[config.mk]
export PLATFORM = sky130hd
export DESIGN_NAME = fmadd_sequencer
export DESIGN_NICKNAME = d
export VERILOG_FILES = /design/src/rtl/fpu_pkg.sv /design/src/rtl/fmadd_wait_counter.sv /design/src/rtl/fmadd_sequencer.sv
export SDC_FILE = /design/constraint.sdc
export NUM_CORES = 1
export LEC_CHECK = 0
export BUFFER_PORTS_ARGS = -buffer_cell sky130_fd_sc_hd__buf_4
export CELL_PAD_IN_SITES_DETAIL_PLACEMENT = 1
export CELL_PAD_IN_SITES_GLOBAL_PLACEMENT = 2
export CORE_ASPECT_RATIO = 1.75
export CORE_MARGIN = 5
export CORE_UTILIZATION = 17
export DETAILED_ROUTE_END_ITERATION = 8
export GPL_ROUTABILITY_DRIVEN = 0
export GPL_TIMING_DRIVEN = 0
export PLACE_DENSITY = 0.8
export SLEW_MARGIN = 30
export SYNTH_ARGS = -nofsm -noshare
export SYNTH_HDL_FRONTEND = slang
export SYNTH_SLANG_ARGS = --single-unit
export TNS_END_PERCENT = 50
[constraint.sdc]
create_clock -name clk -period 1.4 [get_ports clk]
set_input_delay 0.35 -clock clk [delete_from_list [all_inputs] [get_ports clk]]
set_output_delay 0.35 -clock clk [all_outputs]
set_load 0.05 [all_outputs]
[src/rtl/fpu_pkg.sv]
// ---------------------------------------------------------------------------
// fpu_pkg
// Shared definitions for the FMADD control path: operand field geometry,
// multiplier wait limit, underflow threshold and the sequencer state type.
// No ports; imported by fmadd_sequencer and fmadd_wait_counter.
// ---------------------------------------------------------------------------
package fpu_pkg;

   localparam int FPU_STD          = 31;
   localparam int FPU_MAN          = 22;
   localparam int FPU_EXP          = 7;
   localparam int FPU_MUL_TIMEOUT  = 15;
   localparam int FPU_UFLOW_THRESH = 103;
   localparam int FPU_WAIT_W       = 4;

   // State literals carry an S_ prefix so they never collide with the
   // EXP field-width parameter of the sequencer.
   typedef enum logic [2:0] {
      S_IDLE = 3'd0,
      S_EXP  = 3'd1,
      S_MUL  = 3'd2,
      S_ADD  = 3'd3,
      S_NORM = 3'd4,
      S_RND  = 3'd5,
      S_RESP = 3'd6
   } fmadd_state_t;

endpackage

[src/rtl/fmadd_wait_counter.sv]
// ---------------------------------------------------------------------------
// fmadd_wait_counter
// Counts the cycles the sequencer has spent waiting for the multiplier.
// Ports:
//   clk, rst  - clock, asynchronous active-high reset
//   clear     - synchronous clear (has priority over enable)
//   enable    - count one more waiting cycle
//   tc        - terminal count: this enabled cycle is the TERMINAL-th one
// ---------------------------------------------------------------------------
module fmadd_wait_counter
   import fpu_pkg::*;
#(
   parameter int TERMINAL = FPU_MUL_TIMEOUT
)(
   input  logic clk,
   input  logic rst,
   input  logic clear,
   input  logic enable,
   output logic tc
);

   localparam logic [FPU_WAIT_W-1:0] LAST = FPU_WAIT_W'(TERMINAL - 1);

   logic [FPU_WAIT_W-1:0] count;

   // The count is 0 on the first waiting cycle, so the counter reaches
   // TERMINAL exactly when the TERMINAL-th waiting cycle completes.
   always_ff @(posedge clk or posedge rst) begin
      if (rst) begin
         count <= '0;
      end else if (clear) begin
         count <= '0;
      end else if (enable) begin
         count <= count + 1'b1;
      end
   end

   // Terminal count looks one step ahead so the owner can leave its wait
   // state on the same edge at which the count reaches TERMINAL.
   assign tc = enable && (count == LAST);

endmodule

[src/rtl/fmadd_sequencer.sv]
// ---------------------------------------------------------------------------
// fmadd_sequencer
// Control sequencer for a fused multiply-add a*b+c. Walks an operand set
// through exponent add, multiply, add, normalise and round, then holds the
// result phase until the consumer accepts it.
// Ports:
//   clk, rst                 - clock, asynchronous active-high reset
//   in_valid / in_ready      - operand handshake (ready only when idle)
//   op_a, op_b, op_c         - operands
//   exp_add_act, exp_a/exp_b - exponent adder start and {sign,exponent} fields
//   exp_sum_i, exp_sign_i,
//   uflow_i                  - exponent adder results
//   mul_act / mul_done_i     - multiplier start / finished
//   add_act, norm_act,
//   rnd_act                  - later stage activations
//   out_valid / out_ready    - result handshake
//   busy                     - sequencer not idle
//   uflow_o, zero_byp_o,
//   timeout_o                - status flags for the current operation
//   prod_exp_o, prod_sign_o  - latched exponent sum and product sign
// ---------------------------------------------------------------------------
module fmadd_sequencer
   import fpu_pkg::*;
#(
   parameter int STD         = FPU_STD,
   parameter int MAN         = FPU_MAN,
   parameter int EXP         = FPU_EXP,
   parameter int MUL_TIMEOUT = FPU_MUL_TIMEOUT
)(
   input  logic           clk,
   input  logic           rst,
   input  logic           in_valid,
   output logic           in_ready,
   input  logic [STD:0]   op_a,
   input  logic [STD:0]   op_b,
   input  logic [STD:0]   op_c,
   output logic           exp_add_act,
   output logic [EXP+1:0] exp_a,
   output logic [EXP+1:0] exp_b,
   input  logic [EXP+1:0] exp_sum_i,
   input  logic           exp_sign_i,
   input  logic           uflow_i,
   output logic           mul_act,
   input  logic           mul_done_i,
   output logic           add_act,
   output logic           norm_act,
   output logic           rnd_act,
   output logic           out_valid,
   input  logic           out_ready,
   output logic           busy,
   output logic           uflow_o,
   output logic           zero_byp_o,
   output logic           timeout_o,
   output logic [EXP+1:0] prod_exp_o,
   output logic           prod_sign_o
);

   fmadd_state_t state;
   logic         wait_tc;
   logic         a_exp_zero;
   logic         b_exp_zero;

   // The captured {sign,exponent} fields of a and b live in the exp_a/exp_b
   // registers for the one EXP cycle, which is the only cycle the zero
   // bypass decision needs them. The addend and mantissas are consumed by
   // the datapath, not by this sequencer.
   assign a_exp_zero = (exp_a[EXP:0] == '0);
   assign b_exp_zero = (exp_b[EXP:0] == '0);

   // The wait counter runs only while in MUL and is held cleared in every
   // other state, so each MUL visit starts counting from zero.
   fmadd_wait_counter #(
      .TERMINAL (MUL_TIMEOUT)
   ) u_wait_counter (
      .clk    (clk),
      .rst    (rst),
      .clear  (state != S_MUL),
      .enable (state == S_MUL),
      .tc     (wait_tc)
   );

   // Handshake and status outputs are pure decodes of the state register.
   assign in_ready  = (state == S_IDLE);
   assign out_valid = (state == S_RESP);
   assign busy      = (state != S_IDLE);

   // Main sequencer. Every activation output is registered and set on the
   // edge that enters its state, so each one is high for exactly the cycle
   // its stage runs and they can never overlap. mul_act is only raised on
   // the EXP->MUL edge, which makes it a single first-cycle pulse. Flags
   // are cleared on a new handshake and otherwise hold, which keeps them
   // stable through RESP and readable while idle.
   always_ff @(posedge clk or posedge rst) begin
      if (rst) begin
         state       <= S_IDLE;
         exp_add_act <= 1'b0;
         mul_act     <= 1'b0;
         add_act     <= 1'b0;
         norm_act    <= 1'b0;
         rnd_act     <= 1'b0;
         exp_a       <= '0;
         exp_b       <= '0;
         uflow_o     <= 1'b0;
         zero_byp_o  <= 1'b0;
         timeout_o   <= 1'b0;
         prod_exp_o  <= '0;
         prod_sign_o <= 1'b0;
      end else begin
         exp_add_act <= 1'b0;
         mul_act     <= 1'b0;
         add_act     <= 1'b0;
         norm_act    <= 1'b0;
         rnd_act     <= 1'b0;
         case (state)
            S_IDLE: begin
               if (in_valid) begin
                  state       <= S_EXP;
                  exp_add_act <= 1'b1;
                  exp_a       <= op_a[STD:MAN+1];
                  exp_b       <= op_b[STD:MAN+1];
                  uflow_o     <= 1'b0;
                  zero_byp_o  <= 1'b0;
                  timeout_o   <= 1'b0;
               end
            end
            S_EXP: begin
               exp_a       <= '0;
               exp_b       <= '0;
               prod_exp_o  <= exp_sum_i;
               prod_sign_o <= exp_sign_i;
               if (a_exp_zero || b_exp_zero) begin
                  state      <= S_ADD;
                  add_act    <= 1'b1;
                  zero_byp_o <= 1'b1;
                  uflow_o    <= 1'b0;
               end else begin
                  state   <= S_MUL;
                  mul_act <= 1'b1;
                  uflow_o <= uflow_i;
               end
            end
            S_MUL: begin
               if (mul_done_i) begin
                  state   <= S_ADD;
                  add_act <= 1'b1;
               end else if (wait_tc) begin
                  state     <= S_RESP;
                  timeout_o <= 1'b1;
               end
            end
            S_ADD: begin
               state    <= S_NORM;
               norm_act <= 1'b1;
            end
            S_NORM: begin
               state   <= S_RND;
               rnd_act <= 1'b1;
            end
            S_RND: begin
               state <= S_RESP;
            end
            S_RESP: begin
               if (out_ready) begin
                  state <= S_IDLE;
               end
            end
            default: begin
               state <= S_IDLE;
            end
         endcase
      end
   end

endmodule

## Word level (Yosys, flattened, before mapping)

Cells that the tools add are included.

| word-level totals | value |
|---|---|
| input port bits | 112 |
| bits in registers | 43 |
| output and inout port bits | 39 |
| word-level logic and storage cells | 71 |

| cells by class | value |
|---|---|
| add/sub/neg operators | 1 |
| multiplexer cells | 29 |
| reductions and logical operators | 13 |
| equal/unequal tests | 14 |

Operator list:

| kind | number |
|---|---|
| $pmux W9 S2 | 2 |
| $pmux W3 S7 | 1 |
| $mux W9 | 2 |
| $logic_not A8 Y1 | 2 |
| $mux W1 | 14 |
| $mux W3 | 4 |
| $eq A3 B3 Y1 const B | 3 |
| $mux W4 | 2 |
| $ne A2 B2 Y1 const B | 4 |
| $pmux W1 S2 | 4 |
| $eq A3 B2 Y1 const B | 2 |
| $reduce_and A3 Y1 | 2 |
| $reduce_bool A2 Y1 | 3 |
| $add A4 B1 Y4 const B | 1 |
| $eq A4 B4 Y1 const B | 1 |
| $reduce_and A4 Y1 | 1 |
| $eq A3 B1 Y1 const B | 1 |
| $logic_not A3 Y1 | 1 |
| $ne A3 B2 Y1 const B | 1 |
| $ne A3 B3 Y1 const B | 1 |
| $reduce_bool A3 Y1 | 1 |
| $ne A2 B1 Y1 const B | 1 |
| $reduce_and A2 Y1 | 1 |
| $logic_and A1 B1 Y1 | 1 |
| $logic_or A1 B1 Y1 | 1 |

## Logic depth before layout (Yosys ltp)

Gate-level depths: netlist of the first run.

| logic depth | value |
|---|---|
| depth in word-level cells | 5 |
| depth in mapped cells | 5 |
| gate-level depth less buffers | 5 |

## By module

A second synthesis of the first run with hierarchy kept.

| unflattened totals | value |
|---|---|
| cell total of the unflattened synthesis | 199 |
| area, all modules | 1,845.5 um2 |

By module, submodules not included:

| module | cells an instance | area an instance (um2) | sequential area each (um2) | times used |
|---|---|---|---|---|
| fmadd_sequencer | 178 | 1,619.1 | 975.9 | 1 |
| fmadd_wait_counter | 21 | 226.5 | 100.1 | 1 |

## Worst setup path before layout of the first run

OpenSTA, ideal clock, no wires.

| timing | value |
|---|---|
| kind | register to output |
| start | reg state[0] |
| end | out busy |
| path buffers | 0 |
| data required time | 1,050 ps |
| stages on the path, launching flop included | 3 |
| path slack | -563 ps |
| arrival | 1,613 ps |
| path through | dfrtp_1 -> nor3_2 -> inv_1 |

| on the way | value |
|---|---|
| word-level cells in the longest chain between the ends | 1 |

Ends and longest elaborated chain:

| item | line | RTL |
|---|---|---|
| start, declared | fmadd_sequencer.sv:58 | `fmadd_state_t state;` |
| start signal, assigned | fmadd_sequencer.sv:95 | `state <= S_IDLE;` |
| start signal, assigned | fmadd_sequencer.sv:117 | `state <= S_EXP;` |
| start signal, assigned | fmadd_sequencer.sv:132 | `state <= S_ADD;` |
| $reduce_bool A3 Y1 | fmadd_sequencer.sv:85 | `assign busy = (state != S_IDLE);` |
| end, declared | fmadd_sequencer.sv:50 | `output logic busy,` |

Every way passes these cells.

## Worst setup path in the final report of the first run

| timing | value |
|---|---|
| start | reg state[1] |
| end | out in_ready |

| on the way | value |
|---|---|
| word-level cells in the longest chain between the ends | 1 |

Ends and longest elaborated chain:

| item | line | RTL |
|---|---|---|
| $logic_not A3 Y1 | fmadd_sequencer.sv:83 | `assign in_ready = (state == S_IDLE);` |
| end, declared | fmadd_sequencer.sv:33 | `output logic in_ready,` |

Every way passes these cells.

==> results.toml, run 1 <==
[route]
via_per_inst = 3.99
post_drt_wl_per_cell_um = 14.1
final_antenna_net_count = 0
drt_iter0_drc = 28
dr_total_vias = 1666
drt-pass1-iter-count = 3
routed_wl_mm = 5.88
drc = 0

[clock_network]
cts_made_buffers = 5
cts.htree.levels = 2
clock_latency_ns = 0.29
cts.path.max_buffers = 2
clkSinkCount = 43
clockRootBuffer = "clkbuf_16"
hold_buffers = 0
clk_pin_slew_worst_paths_ns = 0.06
cts_tree = "built"

[synthesis]
syn_nets = 303
ys_seq_area_share_pct = 60.5
synth-async-reset-ratio_pct = 100
synthMuxAreaShare_pct = 0
synth-simple-area-share_pct = 23.6
synth-seq-cells = 43
synth_top_family_by_area = "simple AND/OR/NAND/NOR gates"
synth_ff_type = "dfrtp_1"
syn_area_per_cell_um2 = 9.41
syn_inst = 189
synth.largest_area_cell = "dfrtp_1"
synthTopCellsByArea = "dfrtp_1, nand2_1, o21ai_0, nor2_1, buf_6"
synthesis.area_um2 = 1780
yosys.cell_types.count = 26
synth_edf_count = 0
synth_compound_area_share_pct = 8.16
netlist.area_leader.share_pct = 60.5
synthXorXnorAreaFrac_pct = 0.985
yosysWarnings = 0
synthAdderAreaFrac_pct = 1.41

[cells_and_area]
seq_area_um2 = 1080
stdcell_area_um2 = 3230
drive_above_1_share_pct = 55.7
fill_cells = 1166
multi_input_area_um2 = 807
nets = 404
antenna-diode-count = 0
syn_to_final_growth_pct = 81.9
final_util_pct = 31.6

[power_and_ir_drop]
power.internal_mw = 4.81
vdd_ir_drop_max_mv = 0.800
switching_share_pct = 44.6
powerDensity_nw_per_um2 = 2690
power_mw = 8.69
pwr-share-seq_pct = 24.0
pwr-share-clk_pct = 17.3
power.switching_mw = 3.88
power.leakage_nw = 1.60
combPwrFrac_pct = 58.7

[min_path]
hp-class = "in -> async"

[grt]
grt.busiest_layer = "met2"
grt.overflow.total = 0
grt_pass1_wl_mm = 9.52
antenna_found_initial = 0
use_met2_pct = 18.2
met3_usage_pct = 2.44
grtUsageTotal_pct = 9.65
use_met1_pct = 9.77
grt_max_degree = 27
grt_pass1_vias = 1842

[timing]
hold_viol_final = 0
slew-limit-headroom_pct = 58.6
setup_slack_ns = -0.188
slew_viol_final = 0
fmax_mhz = 630
period_minus_slack_ns = 1.59
rsz0062_at_grt = "yes"
final.setup_skew_ns = 0.00564
fin_crit_sh_pct = 113
timing.hold.ws_ns = 0.143
worst_slew_pin_slew_ns = 0.620
setup_viol = 24

[setup_path]
rr_startpoint = "state[1]"
crit_start = "state[1]"
start_kind = "flop"
worstPathCellList = "nor3_4, buf_4"
endpoint_kind = "output pin"
critical_path_class = "reg -> out"
crit_fanout = 5
cp.required_ns = 1.05
crit_path_top_delay_cell = "dfrtp_2"
slowest_delay_ns = 0.44
crit_arrival_ns = 1.24

[die]
dieArea_um2 = 12700
ios = 151
chipWidth_um = 87.3
core_area_um2 = 10200
die_h_um = 145
row_count = 49
start_util_pct = 17.4

[place]
port_buffers = 72
dpl_cell_area_um2 = 2530
dp_hpwl_mm = 4.27

[flow_run]
drv_cap = 0

[outcome]
violations = "negative setup slack"
status = "finished, violations left"
[worst max-delay path: cells and delay by family (launching register included)]
kind,cells,cell delay [ns]
DFF,1,0.44
and+or+nand+nor,1,0.26
buffers and inverters,1,0.24
[placed cells by master (no fill, tap or decap), types with 3 or more instances in the layout]
| cell type | synthesis | routed |
|---|---|---|
| inv_1 | 7 | 5 |
| buf_8 | 0 | 7 |
| or4_4 | 0 | 4 |
| nand2_1 | 72 | 49 |
| nand2_2 | 0 | 16 |
| dfrtp_1 | 43 | 41 |
| nand2_4 | 0 | 7 |
| nor2_1 | 10 | 7 |
| nor3_1 | 3 | 3 |
| nor2_4 | 0 | 3 |
| clkbuf_16 | 0 | 7 |
| buf_4 | 2 | 83 |
| o21ai_1 | 1 | 10 |
| buf_16 | 0 | 3 |
| o21ai_2 | 0 | 10 |
| buf_6 | 3 | 5 |
[through the flow]
stage | TNS [ns] | setup WS (ns) | cells
after floorplan | -3.45 | -0.264 | 189
after global placement | -27.87 | -0.755 | 388
after detailed placement | -1.90 | -0.138 | 389
after CTS | -3.27 | -0.195 | 409
after global routing | -3.10 | -0.243 | 418
final | -1.28 | -0.188 | 418
[per-layer routing]
layer / wire length (um) / share of wire (%)
met5: 0 / 0
met4: 122 / 2.1
met3: 391 / 6.6
met2: 3280 / 56
met1: 2090 / 35
[state kept, by name, indices dropped and copies added (netlist names), 3 cells and up]
register / count
exp_a: 9
u_wait_counter.count: 4
exp_b: 9
prod_exp_o: 9
state: 3
[power by group through the flow]
stage / logic (mW) / clock network [mW] / registers, mW
floorplan: 1.26 / 0 / 3.45
global placement: 3.83 / 0 / 2.09
detailed placement: 3.89 / 0 / 2.11
CTS: 4.55 / 1.57 / 2.08
global route: 5.43 / 1.61 / 2.17
finish: 5.10 / 1.51 / 2.09
[kinds of logic after synthesis]
family	Yosys count
compound gates	27
xor+xnor	2
fa+ha+maj	2
buf+inv	16
flops	43
simple gates	99
[synthesized netlist by cell type (all sizes together), types with 2 or more instances]
cell type  number
or2             2
nor3            4
nor2           10
a21o            2
ha              2
o22ai           2
o21ai          22
or4             4
and3            2
inv             7
dfrtp          43
buf             8
nand2          72
[final cells by class]
cell class	count	area share, %
plain buffers	8	3.56
clock buffers	5	3.87
clock inverters	3	2.09
inverters	7	0.812
multi-input cells	130	25.0
flip-flops and latches	43	33.3
well taps	127	4.91
repair buffers	95	26.5
[worst paths after layout]
path / to / slack [ns] / cells past startpoint
setup reg to reg: exp_b[3] / -0.05 / 6
hold reg to reg: prod_sign_o / 0.48 / 2
hold / removal: prod_exp_o[6] / 0.14 / 2
min in group clk: prod_exp_o[3] / 0.25 / 3
setup / recovery: in_ready / -0.19 / 2
max in group asynchronous: exp_a[8] / 0.74 / 3
[what timing repair did]
action,4_1_cts,5_1_grt
buffers inserted,10,10
pin swaps,4,21
gates cloned,2,2
setup endpoints to repair,36,40
gates resized for setup,23,59
Power figures use the tool's default switching activity.
==> run 2: changes to the inputs <==
- CORE_ASPECT_RATIO: 1.75 -> unset
- RECOVER_POWER: unset -> 50
==> run 2 against run 1 <==
  * The run still ends with negative setup slack left
  * Non-clock buffer count decreased by 7
  * Sequential share of layout area increased by 4.0 points
  * Global-route usage decreased by 0.59 points
  * Count of clock-buffer cells in the layout unchanged
  * Critical path type unchanged
  * Largest cell class unchanged
==> results.toml, run 2 (synthesized netlist as in run 1, its figures left out) <==
[grt]
grt.overflow.total = 0
grt_pass1_vias = 1848
grt_pass1_wl_mm = 9.25
antenna_found_initial = 0
grt_max_degree = 23
grtUsageTotal_pct = 9.06

[power_and_ir_drop]
combPwrFrac_pct = 58.3
power.internal_mw = 4.10
power.switching_mw = 3.60
powerDensity_nw_per_um2 = 2660
power.leakage_nw = 1.45
switching_share_pct = 46.7
pwr-share-clk_pct = 15.2
vdd_ir_drop_max_mv = 0.983
pwr-share-seq_pct = 26.5

[timing]
worst_slew_pin_slew_ns = 0.869
hold_viol_final = 0
setup_slack_ns = -0.149
slew-limit-headroom_pct = 42.0
slew_viol_final = 0
fin_crit_sh_pct = 111
setup_viol = 28
rsz0062_at_grt = "yes"
fmax_mhz = 645
period_minus_slack_ns = 1.55
final.setup_skew_ns = 0.00917
timing.hold.ws_ns = 0.225
finalSetupTns_ns = -1.09

[setup_path]
worstPathCellList = "nor3_4, buf_4"
crit_fanout = 3
crit_path_top_delay_cell = "dfrtp_2"
cp.required_ns = 1.05
critical_path_class = "reg -> out"
endpoint_kind = "output pin"
slowest_delay_ns = 0.46
crit_arrival_ns = 1.20
start_kind = "flop"

[cells_and_area]
syn_to_final_growth_pct = 62.8
drive_above_1_share_pct = 43.3
seq_area_um2 = 1080
fill_cells = 1231
multi_input_area_um2 = 679
antenna-diode-count = 0
stdcell_area_um2 = 2890
mostFrequentLayoutCell = "buf_4"
top_regs = "exp_a: 9 flops, exp_b: 9 flops, prod_exp_o: 9 flops"
final_cell_mix = "buf_4, nand2_1, dfrtp_1, o21ai_1"
nets = 397
final_util_pct = 28.2

[clock_network]
hold_buffers = 0
clk_pin_slew_worst_paths_ns = 0.09
cts_made_buffers = 5
clockRootBuffer = "clkbuf_8"
cts_tree = "built"
cts.htree.levels = 2
cts.path.max_buffers = 2
clkSinkCount = 43
clock_latency_ns = 0.30

[route]
dr_total_vias = 1624
drt-pass1-iter-count = 3
post_drt_wl_per_cell_um = 13.1
final_antenna_net_count = 0
via_per_inst = 3.87
drt_iter0_drc = 32
routed_wl_mm = 5.52
drc = 0

[die]
start_util_pct = 17.3
ios = 151
row_count = 37
chipWidth_um = 112
dieArea_um2 = 12600
core_area_um2 = 10300
die_h_um = 112

[place]
port_buffers = 72
dpl_cell_area_um2 = 2550
dp_hpwl_mm = 4.14
post-place-ws_ns = -0.133

[outcome]
status = "finished, violations left"
violations = "negative setup slack"

[flow_run]
drv_cap = 0

[min_path]
hp-class = "in -> async"
-- run 2: cell types whose count changed in the layout (fill, tap and decap cells not counted), sizes merged --
| cell | before | now |
|---|---|---|
| buf | 100 | 93 |
-- run 2: per-stage QoR --
| stage | total power [mW] | std cells |
|---|---|---|
| floorplan | 4.71 | 189 |
| global placement | 5.92 | 397 |
| detailed placement | 6.00 | 398 |
| CTS | 7.60 | 417 |
| global route | 8.22 | 420 |
| finish | 7.70 | 420 |
-- run 2: path summary, 6_finish.rpt --
check / start / end / slack, ns / cells after the start
min in group clk: exp_sum_i[2] / prod_exp_o[2] / 0.24 / 3
min: rst / norm_act / 0.22 / 2
max in group asynchronous: rst / state[0] / 0.26 / 3
max reg2reg: state[1] / exp_a[5] / -0.04 / 6
min reg2reg: prod_exp_o[7] / prod_exp_o[7] / 0.48 / 2
max: state[0] / in_ready / -0.15 / 2
-- run 2: metal layers --
layer / global-route usage (%) / vias up / share of wire [%] / wire length, um
li1: - / 793 / - / -
met1: 11.3 / 781 / 44 / 2410
met2: 15.6 / 47 / 51 / 2810
met3: 2.64 / 3 / 4.8 / 263
met4: 1.92 / 0 / 0.51 / 28
met5: 0 / - / 0 / 0
-- run 2: timing repair --
item | in CTS | in global routing
hold endpoints to repair | 0 | 0
gates resized for setup | 19 | 15
setup buffers | 11 | 2
cloned | 0 | 1
pin swaps | 4 | 1
setup endpoints to repair | 36 | 40
-- run 2: power groups by stage --
stage	clock network [mW]	logic, mW	registers (mW)
CTS	1.22	4.33	2.05
detailed placement	0	3.90	2.10
global placement	0	3.83	2.09
finish	1.17	4.49	2.04
global route	1.25	4.86	2.11
floorplan	0	1.26	3.45
-- run 2: worst max-delay path, delay by kind of cell, from the launching register on --
kind	cells	cell delay, ns
buf+inv	1	0.23
flops	1	0.46
simple gates	1	0.21
-- run 2: cell type report --
type / instances / share of cell area (%)
multi-input combinational: 130 / 23.5
timing repair buffer: 87 / 23.7
tap: 136 / 5.88
buffer: 9 / 4.02
clock inverter: 3 / 2.33
clock buffer: 5 / 2.38
sequential: 43 / 37.3
inverter: 7 / 0.908
